`config.mk`:
```
export PLATFORM = sky130hd
export DESIGN_NAME = nco_sweep_ctrl
export DESIGN_NICKNAME = d
export VERILOG_FILES = /design/src/rtl/nco_pkg.sv /design/src/rtl/nco_dwell_cnt.sv /design/src/rtl/nco_sweep_ctrl.sv
export SDC_FILE = /design/constraint.sdc
export NUM_CORES = 1
export LEC_CHECK = 0
export BUFFER_PORTS_ARGS = -buffer_cell sky130_fd_sc_hd__buf_4
export CORE_MARGIN = 10
export CORE_UTILIZATION = 59
export DETAILED_ROUTE_END_ITERATION = 16
export PLACE_DENSITY = 0.82
export REMOVE_ABC_BUFFERS = 1
export SYNTH_ARGS = -nofsm -noshare
export SYNTH_HDL_FRONTEND = slang
export SYNTH_SLANG_ARGS = --single-unit
```
`constraint.sdc`:
```
create_clock -name i_clk -period 5.45 [get_ports i_clk]
set_clock_uncertainty 0.15 [all_clocks]
set_input_delay 0.2725 -clock i_clk [delete_from_list [all_inputs] [get_ports i_clk]]
set_output_delay 0.2725 -clock i_clk [all_outputs]
set_load 0.05 [all_outputs]
```
`src/rtl/nco_pkg.sv`:
```
// Shared definitions for the NCO sweep controller: sweep FSM states and default widths.
// Pure declarations; no logic, no latency, no flow control.
package nco_pkg;

    localparam int NCO_TUNE_WIDTH  = 14;
    localparam int NCO_DWELL_WIDTH = 16;

    typedef enum logic [1:0] {
        ST_IDLE   = 2'd0,
        ST_LOAD   = 2'd1,
        ST_DWELL  = 2'd2,
        ST_FINISH = 2'd3
    } sweep_state_t;

endpackage

```
`src/rtl/nco_dwell_cnt.sv`:
```
// Dwell down-counter: reload loads a non-zero count, each decrement cycle counts down.
// Zero latency on o_expired (flags the last enabled cycle); no backpressure.
module nco_dwell_cnt
    import nco_pkg::*;
#(
    parameter int WIDTH = NCO_DWELL_WIDTH
) (
    input  logic             i_clk,
    input  logic             i_rst_n,
    input  logic             i_reload,
    input  logic             i_dec,
    input  logic [WIDTH-1:0] i_value,
    output logic             o_expired
);

    localparam logic [WIDTH-1:0] ONE = WIDTH'(1);

    logic [WIDTH-1:0] r_cnt;

    always_ff @(posedge i_clk or negedge i_rst_n) begin
        if (!i_rst_n) begin
            r_cnt <= '0;
        end else if (i_reload) begin
            r_cnt <= i_value;
        end else if (i_dec && (r_cnt != '0)) begin
            r_cnt <= r_cnt - ONE;
        end
    end

    assign o_expired = i_dec && (r_cnt == ONE);

endmodule

```
`src/rtl/nco_sweep_ctrl.sv`:
```
// Tuning-word sweep controller for an NCO: one load cycle then max(dwell,1) enable cycles per step.
// First load one cycle after start; stop aborts on the next edge; NCO_SWEEP_TRIANGLE_EN adds up/down sweeping.
module nco_sweep_ctrl
    import nco_pkg::*;
#(
    parameter int TUNE_WIDTH  = NCO_TUNE_WIDTH,
    parameter int DWELL_WIDTH = NCO_DWELL_WIDTH
) (
    input  logic                   i_clk,
    input  logic                   i_rst_n,
    input  logic                   i_start,
    input  logic                   i_stop,
    input  logic [TUNE_WIDTH-1:0]  i_f_start,
    input  logic [TUNE_WIDTH-1:0]  i_f_stop,
    input  logic [TUNE_WIDTH-1:0]  i_f_step,
    input  logic [DWELL_WIDTH-1:0] i_dwell,
    output logic [TUNE_WIDTH-1:0]  o_delta_phase,
    output logic                   o_load,
    output logic                   o_en,
    output logic                   o_busy,
    output logic                   o_done
);

    sweep_state_t r_state, w_state_nxt;

    logic [TUNE_WIDTH-1:0]  r_cur;
    logic [TUNE_WIDTH-1:0]  r_dp;
    logic [TUNE_WIDTH-1:0]  r_f_stop;
    logic [TUNE_WIDTH-1:0]  r_f_step;
    logic [DWELL_WIDTH-1:0] r_dwell;
    logic                   r_degen;

    logic                   w_accept;
    logic                   w_advance;
    logic                   w_expired;
    logic [TUNE_WIDTH-1:0]  w_cur_nxt;
    logic [TUNE_WIDTH:0]    w_nxt_up;
    logic [TUNE_WIDTH-1:0]  w_cur_up;
    logic [DWELL_WIDTH-1:0] w_dwell_eff;

`ifdef NCO_SWEEP_TRIANGLE_EN
    logic [TUNE_WIDTH-1:0]  r_f_start;
    logic                   r_dir_up;
    logic                   w_dir_nxt;
    logic [TUNE_WIDTH:0]    w_nxt_dn;
    logic [TUNE_WIDTH-1:0]  w_cur_dn;

    // Borrow out of the extra bit means the step went below zero.
    assign w_nxt_dn = {1'b0, r_cur} - {1'b0, r_f_step};
    assign w_cur_dn = (w_nxt_dn[TUNE_WIDTH] || (w_nxt_dn[TUNE_WIDTH-1:0] < r_f_start))
                      ? r_f_start : w_nxt_dn[TUNE_WIDTH-1:0];
`endif

    // One guard bit keeps the sum from wrapping before the clamp to f_stop.
    assign w_nxt_up    = {1'b0, r_cur} + {1'b0, r_f_step};
    assign w_cur_up    = (w_nxt_up > {1'b0, r_f_stop}) ? r_f_stop : w_nxt_up[TUNE_WIDTH-1:0];
    assign w_dwell_eff = (r_dwell == '0) ? DWELL_WIDTH'(1) : r_dwell;

    always_ff @(posedge i_clk or negedge i_rst_n) begin
        if (!i_rst_n) begin
            r_state <= ST_IDLE;
        end else begin
            r_state <= w_state_nxt;
        end
    end

    always_comb begin
        w_state_nxt = r_state;
        w_accept    = 1'b0;
        w_advance   = 1'b0;
        w_cur_nxt   = r_cur;
`ifdef NCO_SWEEP_TRIANGLE_EN
        w_dir_nxt   = r_dir_up;
`endif
        o_load      = 1'b0;
        o_en        = 1'b0;
        o_busy      = 1'b0;
        o_done      = 1'b0;

        case (r_state)
            ST_IDLE: begin
                if (i_start && !i_stop) begin
                    w_accept    = 1'b1;
                    w_state_nxt = ST_LOAD;
                end
            end
            ST_LOAD: begin
                o_load      = 1'b1;
                o_busy      = 1'b1;
                w_state_nxt = ST_DWELL;
            end
            ST_DWELL: begin
                o_en   = 1'b1;
                o_busy = 1'b1;
                if (w_expired) begin
                    if (r_degen) begin
                        w_state_nxt = ST_FINISH;
`ifdef NCO_SWEEP_TRIANGLE_EN
                    end else begin
                        w_state_nxt = ST_LOAD;
                        w_advance   = 1'b1;
                        if (r_dir_up && (r_cur == r_f_stop)) begin
                            w_dir_nxt = 1'b0;
                            w_cur_nxt = w_cur_dn;
                        end else if (!r_dir_up && (r_cur == r_f_start)) begin
                            w_dir_nxt = 1'b1;
                            w_cur_nxt = w_cur_up;
                        end else begin
                            w_cur_nxt = r_dir_up ? w_cur_up : w_cur_dn;
                        end
                    end
`else
                    end else if (r_cur == r_f_stop) begin
                        w_state_nxt = ST_FINISH;
                    end else begin
                        w_state_nxt = ST_LOAD;
                        w_advance   = 1'b1;
                        w_cur_nxt   = w_cur_up;
                    end
`endif
                end
            end
            ST_FINISH: begin
                o_done      = 1'b1;
                w_state_nxt = ST_IDLE;
            end
            default: w_state_nxt = ST_IDLE;
        endcase

        if (i_stop && (r_state != ST_IDLE)) begin
            w_state_nxt = ST_IDLE;
            w_advance   = 1'b0;
        end
    end

    always_ff @(posedge i_clk or negedge i_rst_n) begin
        if (!i_rst_n) begin
            r_cur    <= '0;
            r_dp     <= '0;
            r_f_stop <= '0;
            r_f_step <= '0;
            r_dwell  <= '0;
            r_degen  <= 1'b0;
`ifdef NCO_SWEEP_TRIANGLE_EN
            r_f_start <= '0;
            r_dir_up  <= 1'b1;
`endif
        end else begin
            if (w_accept) begin
                r_cur    <= i_f_start;
                r_f_stop <= i_f_stop;
                r_f_step <= i_f_step;
                r_dwell  <= i_dwell;
                r_degen  <= (i_f_step == '0) || (i_f_start >= i_f_stop);
`ifdef NCO_SWEEP_TRIANGLE_EN
                r_f_start <= i_f_start;
                r_dir_up  <= 1'b1;
`endif
            end
            if (r_state == ST_LOAD) begin
                r_dp <= r_cur;
            end
            if (w_advance) begin
                r_cur <= w_cur_nxt;
`ifdef NCO_SWEEP_TRIANGLE_EN
                r_dir_up <= w_dir_nxt;
`endif
            end
        end
    end

    // Live word during LOAD, last loaded word at all other times.
    assign o_delta_phase = (r_state == ST_LOAD) ? r_cur : r_dp;

    logic w_cnt_reload;
    logic w_cnt_dec;
    assign w_cnt_reload = (r_state == ST_LOAD);
    assign w_cnt_dec    = (r_state == ST_DWELL);

    nco_dwell_cnt #(
        .WIDTH(DWELL_WIDTH)
    ) u_dwell_cnt (
        .i_clk     (i_clk),
        .i_rst_n   (i_rst_n),
        .i_reload  (w_cnt_reload),
        .i_dec     (w_cnt_dec),
        .i_value   (w_dwell_eff),
        .o_expired (w_expired)
    );

endmodule

```
==> impl_metrics.toml <==
[die]
placementRows = 36
dieWidth_um = 120
core_area_um2 = 9730
num_io_pins = 80
floorplan.initialDensity_pct = 60.4
design.die.area_um2 = 14400
die_h_um = 120

[worst_setup_path]
critPathRequiredTime_ns = 5.60
critPathArrivalTime_ns = 4.56
reg2reg_slack_ns = 1.04
setup.worst_path.class = "reg -> reg"
path_buf_inv = 3
crit_path_start_kind = "register"
cpMaxStageDelayCell = "sky130_fd_sc_hd__a211oi_1"
crit_path_max_fanout = 7
crit_chain = "ha_1 -> inv_1 -> fa_1 -> nor2b_1 -> o31ai_1 -> a211o_1 -> a31oi_1 -> xnor2_1 -> inv_1 -> ha_1 -> a21o_1 -> a211oi_1 -> a21oi_1 -> a211oi_1 -> buf_4 -> nand2_1 -> a221oi_1"
critPathCaptureType = "register"
reg2reg_depth = 17
r2r-end = "r_cur[1]"
r2r-start = "r_cur[0]"
cpLargestDelayFamily = "compound AO/OA/AOI/OAI gates"
timing.critical_path.slowest_cell_delay_ns = 0.54

[synthesis]
syn_area_per_cell_um2 = 8.49
ys_dominant_reg_cell = "sky130_fd_sc_hd__dfrtp_1"
postSynthRegisterBits = 91
yosysWarnings = 0
synth_sequential_area_ratio_pct = 38.7
netlist-cell-type-count = 59
syn_inst = 692
synthArstFlopShare_pct = 100
synth_area_um2 = 5880
number_of_flops_mapped_to_enable_cells_by_yosys = 0

[hold_path]
hold_path.class = "in -> reg"
holdPathEnd = "r_state[0]"
hold_depth = 3
hold_start = "i_stop"

[grt]
global_route_total_usage_across_every_layer_pct = 24.3
grt_start_max_net_pins = 62
grt_pass1_wl_mm = 28.3
grt_antenna_before_repair = 0
first_global_vias = 5626
grt_remaining_overflow = 0

[clock_tree]
tritoncts = "built"
postCtsSetupRepairBufs = 0
clk_path_buf_depth = 2
number_of_levels_in_the_clock_h_tree = 3
root_buffer = "sky130_fd_sc_hd__clkbuf_8"
numCtsBuffers = 9
clk_latency_ns = 0.39
post_cts_resized = 0
clkSinkCount = 91
ctsHoldBuffers = 45
clk_transition_reported_paths_ns = 0.10

[placement]
finalWeightedCongestion = 0.958
detailed_place.area_um2 = 6600
dpl.hpwl_mm = 12.5
numPortBuffers = 79

[final_layout]
final_layout_size_suffix_gt1_share_pct = 15.6
antenna_cells = 0
layout.nets = 918
synthToLayoutAreaGrowth_pct = 23.2
finalInstanceArea_um2 = 7240

[timing]
timing.setup.tns_ns = 0
tightestPinTransition_ns = 1.14
slew_viol_final = 0
rsz_0062_raised_after_global_routing = "no"
achievable-frequency_mhz = 227
hold_violations = 0
min_period_over_period_pct = 81.0
setup_violations = 0
max_transition_margin_pct = 23.6
period_minus_slack_ns = 4.41

[routing]
maxUsedRoutingLayer = "met4"
drt-wirelength-per-cell_um = 18.3
detailed_routed_wire_length_on_met2_mm = 8.75
met3_length_um = 990
routed_wl_mm = 17.3
num_vias = 5564
vias_per_cell = 5.89
drt_first_iter_violations = 505
wirelength_met1_mm = 7.07
detail_route.first_pass.iterations = 5
post_route_ant_nets = 0
drt_drc_violations_left = 0

[power_and_ir_drop]
ir_drop_mv = 0.511
pwr_density_cell_nw_per_um2 = 689
power.static_leakage_uw = 0.00355

[outcome]
outcome = "completed"

[flow_run]
maxCapViolCount = 0
## worst register-to-register path, stage by stage, from the launching register on
cell and delay (ns):
sky130_fd_sc_hd__dfrtp_1 0.41, sky130_fd_sc_hd__ha_1 0.21, sky130_fd_sc_hd__inv_1 0.06, sky130_fd_sc_hd__fa_1 0.40, sky130_fd_sc_hd__nor2b_1 0.24, sky130_fd_sc_hd__o31ai_1 0.15
sky130_fd_sc_hd__a211o_1 0.28, sky130_fd_sc_hd__a31oi_1 0.16, sky130_fd_sc_hd__xnor2_1 0.17, sky130_fd_sc_hd__inv_1 0.07, sky130_fd_sc_hd__ha_1 0.30, sky130_fd_sc_hd__a21o_1 0.18
sky130_fd_sc_hd__a211oi_1 0.23, sky130_fd_sc_hd__a21oi_1 0.08, sky130_fd_sc_hd__a211oi_1 0.54, sky130_fd_sc_hd__buf_4 0.28, sky130_fd_sc_hd__nand2_1 0.10, sky130_fd_sc_hd__a221oi_1 0.28
## metal layers
metal  vias up  track usage, %
met5         -               0
met4         0            8.52
met2       194            43.0
met1      2668            28.2
met3        38            5.72
li1       2664               -
## power breakdown
part | switching (uW) | internal [uW] | leakage (uW)
registers | 306 | 984 | 0.00114
clock network | 257 | 206 | 0.0000994
logic | 2000 | 1240 | 0.00232
total | 2570 | 2430 | 0.00355
## logic make-up after synthesis
| family | Yosys count | share of synthesized area [%] |
|---|---|---|
| adders and majority gates | 49 | 10.6 |
| muxes | 18 | 3.36 |
| and+or+nand+nor | 277 | 22.1 |
| DFF | 91 | 38.7 |
| AOI/OAI and AO/OA | 158 | 16.9 |
| buffers and inverters | 75 | 4.79 |
| xor gates and xnor gates | 24 | 3.58 |
## Yosys cell counts, types with 3 or more instances
library cell | instances | area [um2]
sky130_fd_sc_hd__a211o_1 | 4 | 35.0
sky130_fd_sc_hd__a211oi_1 | 8 | 60.1
sky130_fd_sc_hd__a21o_1 | 11 | 82.6
sky130_fd_sc_hd__a21oi_1 | 41 | 205
sky130_fd_sc_hd__a221oi_1 | 4 | 35.0
sky130_fd_sc_hd__a31oi_1 | 13 | 81.3
sky130_fd_sc_hd__and2_1 | 5 | 31.3
sky130_fd_sc_hd__and3_1 | 10 | 62.6
sky130_fd_sc_hd__buf_1 | 3 | 11.3
sky130_fd_sc_hd__clkbuf_1 | 24 | 90.1
sky130_fd_sc_hd__dfrtp_1 | 91 | 2280
sky130_fd_sc_hd__ha_1 | 48 | 601
sky130_fd_sc_hd__inv_1 | 47 | 176
sky130_fd_sc_hd__mux2_2 | 14 | 158
sky130_fd_sc_hd__mux2i_1 | 4 | 40.0
sky130_fd_sc_hd__nand2_1 | 158 | 593
sky130_fd_sc_hd__nand2b_1 | 4 | 25.0
sky130_fd_sc_hd__nand3_1 | 15 | 75.1
sky130_fd_sc_hd__nand4_1 | 11 | 68.8
sky130_fd_sc_hd__nor2_1 | 23 | 86.3
sky130_fd_sc_hd__nor2b_1 | 3 | 18.8
sky130_fd_sc_hd__nor3_1 | 10 | 50.1
sky130_fd_sc_hd__nor3b_1 | 3 | 22.5
sky130_fd_sc_hd__nor4_1 | 17 | 106
sky130_fd_sc_hd__o211ai_1 | 4 | 30.0
sky130_fd_sc_hd__o21a_1 | 5 | 37.5
sky130_fd_sc_hd__o21ai_0 | 43 | 215
sky130_fd_sc_hd__o31ai_1 | 4 | 30.0
sky130_fd_sc_hd__or2_2 | 3 | 18.8
sky130_fd_sc_hd__or4_1 | 6 | 45.0
sky130_fd_sc_hd__xnor2_1 | 8 | 70.1
sky130_fd_sc_hd__xor2_1 | 16 | 140
## sequential cells by signal, summed over array words and instances (netlist names)
name,flops
r_degen,1
r_f_step,14
u_dwell_cnt.r_cnt,16
r_f_stop,14
r_cur,14
r_state,2
r_dp,14
r_dwell,16
## stage by stage
step	utilization, %	hold WS (ns)	setup WS, ns	total power [uW]	cells
finish	74.4	0.0873	1.04	4990	945
global placement	67.8	0.0877	1.23	4360	884
floorplan	-	-0.173	1.42	3530	665
global route	74.4	0.0818	0.730	5410	945
detailed placement	67.8	0.0899	1.13	4460	884
CTS	74.4	0.0708	1.07	4960	945
## how the worst max path moves through the flow
| stage | start | cells past startpoint | slack [ns] | endpoint |
|---|---|---|---|---|
| finish | r_cur[0] | 17 | 1.04 | r_cur[1] |
| CTS | r_cur[0] | 17 | 1.07 | r_cur[8] |
| global placement | r_cur[0] | 17 | 1.23 | r_cur[8] |
| global route | r_cur[0] | 17 | 0.73 | r_cur[8] |
| detailed placement | r_cur[0] | 17 | 1.13 | r_cur[1] |
| floorplan | r_cur[0] | 16 | 1.42 | r_cur[1] |
## layout by cell type (no fill, tap or decap), types with 5 or more instances in the layout
cell	synthesis	layout
sky130_fd_sc_hd__xnor2_1	8	8
sky130_fd_sc_hd__nor2_1	23	22
sky130_fd_sc_hd__a31oi_1	13	13
sky130_fd_sc_hd__o21a_1	5	5
sky130_fd_sc_hd__or4_1	6	6
sky130_fd_sc_hd__a211oi_1	8	8
sky130_fd_sc_hd__buf_4	0	86
sky130_fd_sc_hd__nor4_1	17	17
sky130_fd_sc_hd__dfrtp_1	91	91
sky130_fd_sc_hd__and3_1	10	10
sky130_fd_sc_hd__o21ai_0	43	43
sky130_fd_sc_hd__ha_1	48	48
sky130_fd_sc_hd__mux2_2	14	14
sky130_fd_sc_hd__a21o_1	11	11
sky130_fd_sc_hd__inv_1	47	47
sky130_fd_sc_hd__and2_1	5	5
sky130_fd_sc_hd__a21oi_1	41	41
sky130_fd_sc_hd__nor3_1	10	10
sky130_fd_sc_hd__nand4_1	11	11
sky130_fd_sc_hd__xor2_1	16	16
sky130_fd_sc_hd__nand3_1	15	15
sky130_fd_sc_hd__clkbuf_8	0	12
sky130_fd_sc_hd__nand2_1	158	158
sky130_fd_sc_hd__dlygate4sd3_1	0	45
## cell type report
type | instances | area [um2]
Fill cell | 756 | 2490
Clock inverter | 4 | 30.0
Timing Repair Buffer | 131 | 1100
Clock buffer | 12 | 165
Sequential cell | 91 | 2280
Tap cell | 133 | 166
Inverter | 48 | 180
Multi-Input combinational cell | 526 | 3330
No activity file was read; power rests on OpenSTA's default activity.
